==> config.mk <==
export PLATFORM = sky130hd
export DESIGN_NAME = inst_loader_flat
export DESIGN_NICKNAME = d
export VERILOG_FILES = /design/src/rtl/inst_loader_pkg.sv /design/src/rtl/inst_loader_if.sv /design/src/rtl/inst_loader_word_packer.sv /design/src/rtl/inst_loader.sv /design/src/flat_wrapper.sv
export SDC_FILE = /design/constraint.sdc
export NUM_CORES = 1
export LEC_CHECK = 0
export CORE_MARGIN = 2
export CORE_UTILIZATION = 35
export DETAILED_ROUTE_END_ITERATION = 8
export DONT_BUFFER_PORTS = 1
export SLEW_MARGIN = 20
export SYNTH_ARGS = -nofsm -noshare
export SYNTH_HDL_FRONTEND = slang
export SYNTH_SLANG_ARGS = --single-unit
==> constraint.sdc <==
create_clock -name clock -period 5.4 [get_ports clock]
set_input_delay 1.62 -clock clock [delete_from_list [all_inputs] [get_ports clock]]
set_output_delay 1.62 -clock clock [all_outputs]
set_load 0.03 [all_outputs]
==> src/rtl/inst_loader_pkg.sv <==
// loader_pkg: shared types and constants for the boot-time instruction loader.
//   loader_state_t : loader FSM states
//   LEN_BYTES      : bytes in the little-endian word-count header
//   WORD_BYTES     : bytes per instruction word
package loader_pkg;

    localparam int LEN_BYTES  = 4;
    localparam int WORD_BYTES = 4;

    typedef enum logic [2:0] {
        S_LEN  = 3'd0,
        S_DATA = 3'd1,
        S_CSUM = 3'd2,
        S_RUN  = 3'd3,
        S_ERR  = 3'd4
    } loader_state_t;

endpackage

==> src/rtl/inst_loader_if.sv <==
// inst_loader_if: host byte link, instruction-memory write port and processor
// control/status of the loader, bundled as one interface.
//   rx_valid/rx_data/rx_ready : byte stream from host (master drives valid/data)
//   imem_we/imem_waddr/imem_wdata : instruction-memory write port (loader drives)
//   cpu_reset/done/error      : processor reset and load status (loader drives)
// Modports: slave = loader side, master = host/memory/system side.
interface inst_loader_if;
    logic        rx_valid;
    logic [7:0]  rx_data;
    logic        rx_ready;
    logic        imem_we;
    logic [31:0] imem_waddr;
    logic [31:0] imem_wdata;
    logic        cpu_reset;
    logic        done;
    logic        error;

    modport slave (
        input  rx_valid, rx_data,
        output rx_ready, imem_we, imem_waddr, imem_wdata, cpu_reset, done, error
    );

    modport master (
        output rx_valid, rx_data,
        input  rx_ready, imem_we, imem_waddr, imem_wdata, cpu_reset, done, error
    );
endinterface

==> src/rtl/inst_loader_word_packer.sv <==
// word_packer: packs accepted bytes into a 32-bit little-endian word.
//   clock, reset : clock, synchronous active-high reset
//   byte_valid   : a byte is accepted this cycle
//   byte_in      : the accepted byte
//   word         : assembled word including the current byte (valid with word_valid)
//   word_valid   : combinational, high in the cycle the 4th byte is accepted
// The outputs are combinational so the caller can act on the completed word on
// the same edge that accepts its last byte.
module word_packer
    import loader_pkg::*;
(
    input  logic        clock,
    input  logic        reset,
    input  logic        byte_valid,
    input  logic [7:0]  byte_in,
    output logic [31:0] word,
    output logic        word_valid
);

    logic [31:0] shreg;
    logic [1:0]  cnt;

    // New bytes enter at the top, so the first byte lands in [7:0] after four.
    assign word       = {byte_in, shreg[31:8]};
    assign word_valid = byte_valid && (cnt == 2'(WORD_BYTES - 1));

    always_ff @(posedge clock) begin
        if (reset) begin
            shreg <= '0;
            cnt   <= '0;
        end else if (byte_valid) begin
            shreg <= word;
            cnt   <= cnt + 2'd1;   // wraps 3 -> 0 at each word boundary
        end
    end

endmodule

==> src/rtl/inst_loader.sv <==
// inst_loader: boot-time program loader. Receives a framed byte stream
// (4-byte LE word count N, N LE words, 1 XOR checksum byte), writes the words
// to instruction memory at byte addresses 0,4,8,... and releases the processor
// reset only after the checksum matches.
//   DEPTH_WORDS : instruction memory capacity in words (largest legal N)
//   clock       : system clock
//   reset       : synchronous active-high reset
//   bus         : inst_loader_if.slave (rx stream, imem write port, status)
module inst_loader
    import loader_pkg::*;
#(
    parameter int DEPTH_WORDS = 1024
) (
    input  logic          clock,
    input  logic          reset,
    inst_loader_if.slave  bus
);

    loader_state_t state;
    logic [31:0]   word_idx;
    logic [31:0]   len;
    logic [7:0]    csum;
    logic          accept;
    logic          pack_valid;
    logic [31:0]   word;
    logic          word_valid;

    assign bus.rx_ready  = (state == S_LEN) || (state == S_DATA) || (state == S_CSUM);
    assign accept        = bus.rx_valid && bus.rx_ready;
    assign bus.cpu_reset = (state != S_RUN);
    assign bus.done      = (state == S_RUN);
    assign bus.error     = (state == S_ERR);

    // The checksum byte is not a packed byte; only header and data feed the packer.
    assign pack_valid = accept && ((state == S_LEN) || (state == S_DATA));

    word_packer u_packer (
        .clock      (clock),
        .reset      (reset),
        .byte_valid (pack_valid),
        .byte_in    (bus.rx_data),
        .word       (word),
        .word_valid (word_valid)
    );

    always_ff @(posedge clock) begin
        if (reset) begin
            state          <= S_LEN;
            word_idx       <= '0;
            len            <= '0;
            csum           <= '0;
            bus.imem_we    <= 1'b0;
            bus.imem_waddr <= '0;
            bus.imem_wdata <= '0;
        end else begin
            bus.imem_we <= 1'b0;
            if (pack_valid) begin
                csum <= csum ^ bus.rx_data;
            end
            case (state)
                S_LEN: begin
                    if (word_valid) begin
                        len <= word;
                        if (word > 32'(DEPTH_WORDS)) begin
                            state <= S_ERR;
                        end else if (word == 32'd0) begin
                            state <= S_CSUM;
                        end else begin
                            state <= S_DATA;
                        end
                    end
                end
                S_DATA: begin
                    if (word_valid) begin
                        bus.imem_we    <= 1'b1;
                        bus.imem_waddr <= word_idx << 2;
                        bus.imem_wdata <= word;
                        word_idx       <= word_idx + 32'd1;
                        if (word_idx == len - 32'd1) begin
                            state <= S_CSUM;
                        end
                    end
                end
                S_CSUM: begin
                    if (accept) begin
                        state <= (bus.rx_data == csum) ? S_RUN : S_ERR;
                    end
                end
                default: ;   // S_RUN and S_ERR hold until reset
            endcase
        end
    end

endmodule

==> src/flat_wrapper.sv <==
// flat-port wrapper written by rule: the top's interface ports become plain ports
module inst_loader_flat import loader_pkg::*;
#(
    parameter int DEPTH_WORDS = 1024
)
  (clock, reset, bus_rx_valid, bus_rx_data, bus_rx_ready, bus_imem_we, bus_imem_waddr, bus_imem_wdata, bus_cpu_reset, bus_done, bus_error);
  inst_loader_if bus_i ();
  input  logic clock;
  input  logic reset;
  input wire logic [$bits(bus_i.rx_valid)-1:0] bus_rx_valid;
  input wire logic [$bits(bus_i.rx_data)-1:0] bus_rx_data;
  output wire logic [$bits(bus_i.rx_ready)-1:0] bus_rx_ready;
  output wire logic [$bits(bus_i.imem_we)-1:0] bus_imem_we;
  output wire logic [$bits(bus_i.imem_waddr)-1:0] bus_imem_waddr;
  output wire logic [$bits(bus_i.imem_wdata)-1:0] bus_imem_wdata;
  output wire logic [$bits(bus_i.cpu_reset)-1:0] bus_cpu_reset;
  output wire logic [$bits(bus_i.done)-1:0] bus_done;
  output wire logic [$bits(bus_i.error)-1:0] bus_error;
  assign bus_i.rx_valid = bus_rx_valid;
  assign bus_i.rx_data = bus_rx_data;
  assign bus_rx_ready = bus_i.rx_ready;
  assign bus_imem_we = bus_i.imem_we;
  assign bus_imem_waddr = bus_i.imem_waddr;
  assign bus_imem_wdata = bus_i.imem_wdata;
  assign bus_cpu_reset = bus_i.cpu_reset;
  assign bus_done = bus_i.done;
  assign bus_error = bus_i.error;
  inst_loader #(.DEPTH_WORDS(DEPTH_WORDS)) u_core (.clock(clock), .reset(reset), .bus(bus_i));
endmodule
==> qor.yml, run 1 <==
synthTopCellsByArea: "dfxtp_1 44%, nand2_1 13%, a21oi_1 8.7%"
htreeDepth: 4
max-cap-violations: 0
ys_ff_latch: 164
synth.distinct_cells: 54
hold_buffers: 0
layout_setup_ws_ns: 1.60
placed_cells: 1189
endpoint_kind: "output port"
clock-sinks: 164
worst-slew-pin-transition_ns: 1.05
register_area_um2: 3280
gp_congestion: 0.841
ioPinCount: 80
post-synth-top-count-cell: "nand2_1"
p_leak_nw: 2.72
fin_cells: 1221
power_frac_seq_pct: 49.6
critPathTopFamily: "simple AND/OR/NAND/NOR gates"
final_max_slew_viol_count: 0
vias: 6411
power.internal_mw: 1.92
p_per_area_nw_per_um2: 305
slowest_stage: "dfxtp_1"
grt_pass1_wl_um: 32000
clock_latency_ns: 0.43
ys.flop_type: "dfxtp_1"
hold_class: "flip-flop to flip-flop"
grt_pass1_vias: 6050
path_class: "flip-flop to output port"
grt_remaining_overflow: 0
totalWireLength_um: 19600
grt_usage_pct: 18.0
syn_area_um2: 7490
outcome: "complete, no violations"
cp_data_required_time_ns: 3.78
die_y_um: 150
ant_nets: 0
busiest_layer: "met2"
fillers: 2209
layout-drive-gt1-share_pct: 5.50
drt-vias-per-instance: 5.25
ctsRootBufferMaster: "clkbuf_16"
async_reset_ff_share_pct: 0
min_period_ns: 3.80
numCtsBuffers: 17
drtIter0Drc: 571
avgSynthCellArea_um2: 7.65
drt-wirelength-per-cell_um: 16.1
rsz0062_at_grt: "false"
initial_utilization_pct: 35.6
cts_setup_buffers: 0
met1_usage_pct: 23.9
hold_viol_final: 0
slew_headroom_pct: 29.5
period_share_pct: 70.4
die_w_um: 150
core_area_um2: 21000
pre_cts_slack_ns: 1.66
diodes: 0
firstDrtPassIters: 5
yosys.area.top_type: "dfxtp_1"
critPathLaunchType: "flip-flop"
cp_cell_sequence: "nor2b_1 > nand2_1 > inv_1"
synth_edf_count: 0
rows: 53
use_met3_pct: 4.64
dpl_cell_area_um2: 7600
cts_tree: "done"
yosysTopAreaCellShare_pct: 43.9
fmax_ghz: 0.263
multiInputGateArea_um2: 3900
synth_common_cells: "268 x nand2_1, 164 x dfxtp_1, 130 x a21oi_1"
drc: 0
worst-path-max-fanout: 10
use_met2_pct: 29.5
max_stage_delay_ns: 0.62
power_mw: 2.50
swShare_pct: 23.3
ctsResizeCount: 0
finalNetCount: 947
port_buffers: 0
fin_skew_ns: 0.0140
setup_viol: 0
dp_hpwl_um: 13500
combinationalPowerShare_pct: 2.7
area_growth_pct: 9.39
design_area_um2: 8190
irDropWorstVdd_mv: 0.201
ys_seq_area_share_pct: 43.9
tns_ns: 0
cts.clk_slew.worst_paths_ns: 0.07
syn_inst: 978
grt_max_degree: 167
p_sw_mw: 0.582
antenna_found_initial: 0
p_clk_share_pct: 47.7
fp.dieArea_um2: 22600
cts_buffer_depth: 2
yosysWarnings: 0
cp.arrival_ns: 2.18
cp_num_buf_inv: 1
[cell type report]
type | count | share of cell area, %
timing repair buffer | 5 | 0.458
tap | 275 | 4.20
clock buffer | 20 | 5.58
inverter | 12 | 0.550
sequential | 164 | 40.1
multi-input combinational | 733 | 47.7
clock inverter | 12 | 1.47
[final timing paths]
| path | slack [ns] | to | start | depth (start not counted) |
|---|---|---|---|---|
| worst max-delay path | 1.60 | bus_done | u_core.state[0]$_SDFFE_PP0P_ | 3 |
| worst min-delay path | 0.46 | u_core.u_packer.cnt[1]$_SDFFE_PP0P_ | u_core.u_packer.cnt[1]$_SDFFE_PP0P_ | 2 |
| worst max register to register | 1.90 | u_core.state[0]$_SDFFE_PP0P_ | u_core.len[10]$_SDFFE_PP0P_ | 8 |
| worst min register to register | 0.46 | u_core.u_packer.cnt[1]$_SDFFE_PP0P_ | u_core.u_packer.cnt[1]$_SDFFE_PP0P_ | 2 |
[layout by cell type, fill, tap and decap left out, types with 3 or more instances in the layout]
cell type / n
clkinvlp_4: 3
buf_4: 5
xor2_1: 35
nor4b_1: 5
or3_1: 12
nand3b_1: 3
nor3b_1: 3
nor2_1: 65
a31oi_1: 7
ha_1: 3
and4_1: 3
o21ai_0: 11
a211oi_1: 3
nand4_1: 21
nor2b_1: 4
a21oi_1: 130
inv_1: 12
or2_2: 3
dfxtp_1: 164
nand3_1: 23
or4_1: 3
o211ai_1: 5
nor4_1: 24
clkbuf_16: 17
nand2b_1: 4
nand2_1: 268
nor3_1: 18
and4b_1: 4
and3_1: 3
inv_6: 3
xnor2_1: 40
[cell families (layout without fill, tap and decap cells)]
kind of cell,count (synthesis),after routing,synth area share (%)
AO/OA/AOI/OAI,169,169,12.4
XOR/XNOR,75,75,8.77
adder cells (fa/ha/maj),3,3,0.501
buffers and inverters,82,49,4.41
flip-flops,164,164,43.9
multiplexers,2,2,0.267
other,1,2,0.0501
AND/OR/NAND/NOR,482,482,29.8
[per-layer routing]
layer | wire length, µm | vias to the layer above
li1 | - | 3229
met3 | 1140 | 14
met2 | 9060 | 160
met5 | 0 | -
met1 | 9240 | 3008
met4 | 167 | 0
[flip-flops by register name, summed over array words and instances, names as in the netlist]
| register | count |
|---|---|
| u_core.bus.imem_waddr | 30 |
| u_core.bus.imem_wdata | 32 |
| u_core.bus.imem_we | 1 |
| u_core.csum | 8 |
| u_core.len | 32 |
| u_core.state | 3 |
| u_core.u_packer.cnt | 2 |
| u_core.u_packer.shreg | 24 |
| u_core.word_idx | 32 |
[power groups by stage]
stage | combinational, mW | sequential (mW) | clock [mW]
detailed placement | 0.0669 | 1.27 | 0
global placement | 0.0653 | 1.27 | 0
finish | 0.0677 | 1.24 | 1.19
floorplan | 0.0727 | 1.26 | 0
CTS | 0.0677 | 1.24 | 1.22
global route | 0.0768 | 1.24 | 1.27
[worst min-delay path, delay by kind of cell (launching register included)]
family / cells / cell delay, ns
flip-flops: 1 / 0.31
AO/OA/AOI/OAI: 1 / 0.05
AND/OR/NAND/NOR: 1 / 0.05
[stage by stage]
stage	utilization (%)	hold WS, ns
after floorplan	-	0.440
after global placement	36.2	0.443
after detailed placement	36.2	0.447
after CTS	38.9	0.457
after global routing	39.0	0.478
final	39.0	0.458
Note: power is estimated with default switching activity, not from simulation.
==> inputs of run 2 (changes only) <==
==> constraint.sdc (replaced) <==
create_clock -name clock -period 3.3 [get_ports clock]
set_input_delay 0.99 -clock clock [delete_from_list [all_inputs] [get_ports clock]]
set_output_delay 0.99 -clock clock [all_outputs]
set_load 0.03 [all_outputs]
==> qor.yml, run 2 (synthesized netlist as in run 1, its figures left out) <==
drt-wirelength-per-cell_um: 15.6  # was 16.1 µm
setup_viol: 0  # unchanged
critPathLaunchType: "flip-flop"  # unchanged
clock-sinks: 164  # unchanged
numCtsBuffers: 17  # unchanged
outcome: "complete, no violations"  # unchanged
grt_max_degree: 167  # unchanged
critPathTopFamily: "simple AND/OR/NAND/NOR gates"  # unchanged
diodes: 0  # unchanged
final_max_slew_viol_count: 0  # unchanged
clock_latency_ns: 0.43  # about the same
layout_commonest_cell: "nand2_1"  # unchanged
wl_met2_um: 9100  # was 9060 µm
worst-path-max-fanout: 5  # was 10
cts_tree: "done"  # unchanged
period_share_pct: 96.0
max-cap-violations: 0  # unchanged
dp_hpwl_um: 13600  # was 13500 µm
highest_layer: "met4"  # unchanged
grt_usage_pct: 17.7  # was 18.0%
p_per_area_nw_per_um2: 494  # was 305 nW/µm²
fillers: 2198  # was 2209
biggestRegsByFlops: "u_core.bus.imem_wdata (32), u_core.len (32), u_core.word_idx (32)"  # unchanged
core_area_um2: 21000  # unchanged
grt_pass1_wl_um: 31400  # was 32000 µm
drt-vias-per-instance: 5.16  # was 5.25
area_growth_pct: 12.9  # was 9.39%
met3WireLength_um: 971  # was 1140 µm
fin_skew_ns: 0.0121  # was 0.0140 ns
cp_common_cell: "or4_4"
p_leak_nw: 2.88  # was 2.72 nW
drc: 0  # unchanged
pre_cts_slack_ns: 0.0185  # was 1.66 ns
hold_class: "flip-flop to flip-flop"  # unchanged
layout-drive-gt1-share_pct: 8.54  # was 5.50%
register_area_um2: 3280  # unchanged
cts_buffer_depth: 2  # unchanged
cts.clk_slew.worst_paths_ns: 0.07  # about the same
hold_buffers: 0  # unchanged
slowest_stage: "or4_4"  # was dfxtp_1
totalWireLength_um: 19500  # was 19600 µm
cts_setup_buffers: 0  # unchanged
fin_cells: 1247  # was 1221
die_y_um: 150  # unchanged
max_stage_delay_ns: 0.54  # was 0.62 ns
worst-slew-pin-transition_ns: 0.703  # was 1.05 ns
multiInputGateArea_um2: 3920  # was 3900 µm²
holdWs_ns: 0.465  # was 0.458 ns
endpoint_kind: "flip-flop"  # was output port
cp.arrival_ns: 3.53  # was 2.18 ns
ant_nets: 0  # unchanged
irDropWorstVdd_mv: 0.374  # was 0.201 mV
drtIter0Drc: 358  # was 571
initial_utilization_pct: 35.6  # unchanged
htreeDepth: 4  # unchanged
placed_cells: 1217  # was 1189
cp_cell_sequence: "or4_4 > or4_4 > or3_4 > a221oi_2 > o2111ai_2 > nor4_4 > or4b_1 > o211ai_1"  # was nor2b_1 > nand2_1 > inv_1
slew_headroom_pct: 53.3  # was 29.5%
power_mw: 4.17  # was 2.50 mW
hold_viol_final: 0  # unchanged
rows: 53  # unchanged
wl_met1_um: 9250  # was 9240 µm
ioPinCount: 80  # unchanged
die_w_um: 150  # unchanged
finalNetCount: 975  # was 947
layout_setup_ws_ns: 0.133  # was 1.60 ns
vias: 6437  # was 6411
fp.dieArea_um2: 22600  # unchanged
rsz0062_at_grt: "false"  # unchanged
grt_remaining_overflow: 0  # unchanged
fmax_ghz: 0.316
antenna_found_initial: 0  # unchanged
firstDrtPassIters: 5  # unchanged
path_class: "flip-flop to flip-flop"  # was flip-flop to output port
ctsRootBufferMaster: "clkbuf_16"  # unchanged
final_cell_mix: "268 x nand2_1, 164 x dfxtp_1, 130 x a21oi_1"  # unchanged
port_buffers: 0  # unchanged
cp_data_required_time_ns: 3.66  # was 3.78 ns
cp_num_buf_inv: 0  # was 1
grt_pass1_vias: 5977  # was 6050
gp_congestion: 0.849  # was 0.841
min_period_ns: 3.17
tns_ns: 0  # unchanged
[run 2: routing by layer]
metal,track usage (%),vias up
met5,0,-
met4,4.91,0
met3,4.58,12
met2,28.0,122
met1,23.9,3026
li1,-,3277
[run 2: layout make-up]
type	count	area share, %
multi-input combinational	733	46.4
sequential	164	38.9
clock buffer	19	5.24
tap	275	4.07
timing repair buffer	33	3.08
clock inverter	11	1.78
inverter	12	0.533
[run 2: path summary, 6_finish.rpt]
path / startpoint / end / slack, ns / cells past startpoint
worst max-delay path: u_core.len[1]$_SDFFE_PP0P_ / u_core.state[0]$_SDFFE_PP0P_ / 0.13 / 8
worst max register to register: u_core.len[1]$_SDFFE_PP0P_ / u_core.state[0]$_SDFFE_PP0P_ / 0.13 / 8
worst min register to register: u_core.u_packer.cnt[1]$_SDFFE_PP0P_ / u_core.u_packer.cnt[1]$_SDFFE_PP0P_ / 0.46 / 2
worst min-delay path: u_core.u_packer.cnt[1]$_SDFFE_PP0P_ / u_core.u_packer.cnt[1]$_SDFFE_PP0P_ / 0.46 / 2
[run 2: power breakdown]
part	total, mW	switching, mW	internal, mW	leakage (nW)
clock	2.03	0.820	1.21	0.287
combinational	0.113	0.0657	0.0469	1.27
sequential	2.03	0.0296	2.00	1.32
total	4.17	0.915	3.26	2.88
[run 2: metrics by stage]
step | util, % | area, µm²
floorplan | - | 7490
global placement | 37.2 | 7820
detailed placement | 37.2 | 7820
CTS | 40.1 | 8420
global route | 40.2 | 8450
finish | 40.2 | 8450
[run 2: timing repair]
item | in CTS | in global routing
resized for setup | 1 | 5
pin swaps | 0 | 0
endpoints found under the setup margin | 1 | 3
[run 2: worst register-to-register path, stage by stage (launching register included)]
cell and delay (ns):
dfxtp_1 0.35, or4_4 0.54, or4_4 0.53, or3_4 0.41, a221oi_2 0.30, o2111ai_2 0.18, nor4_4 0.26, or4b_1 0.45
o211ai_1 0.09
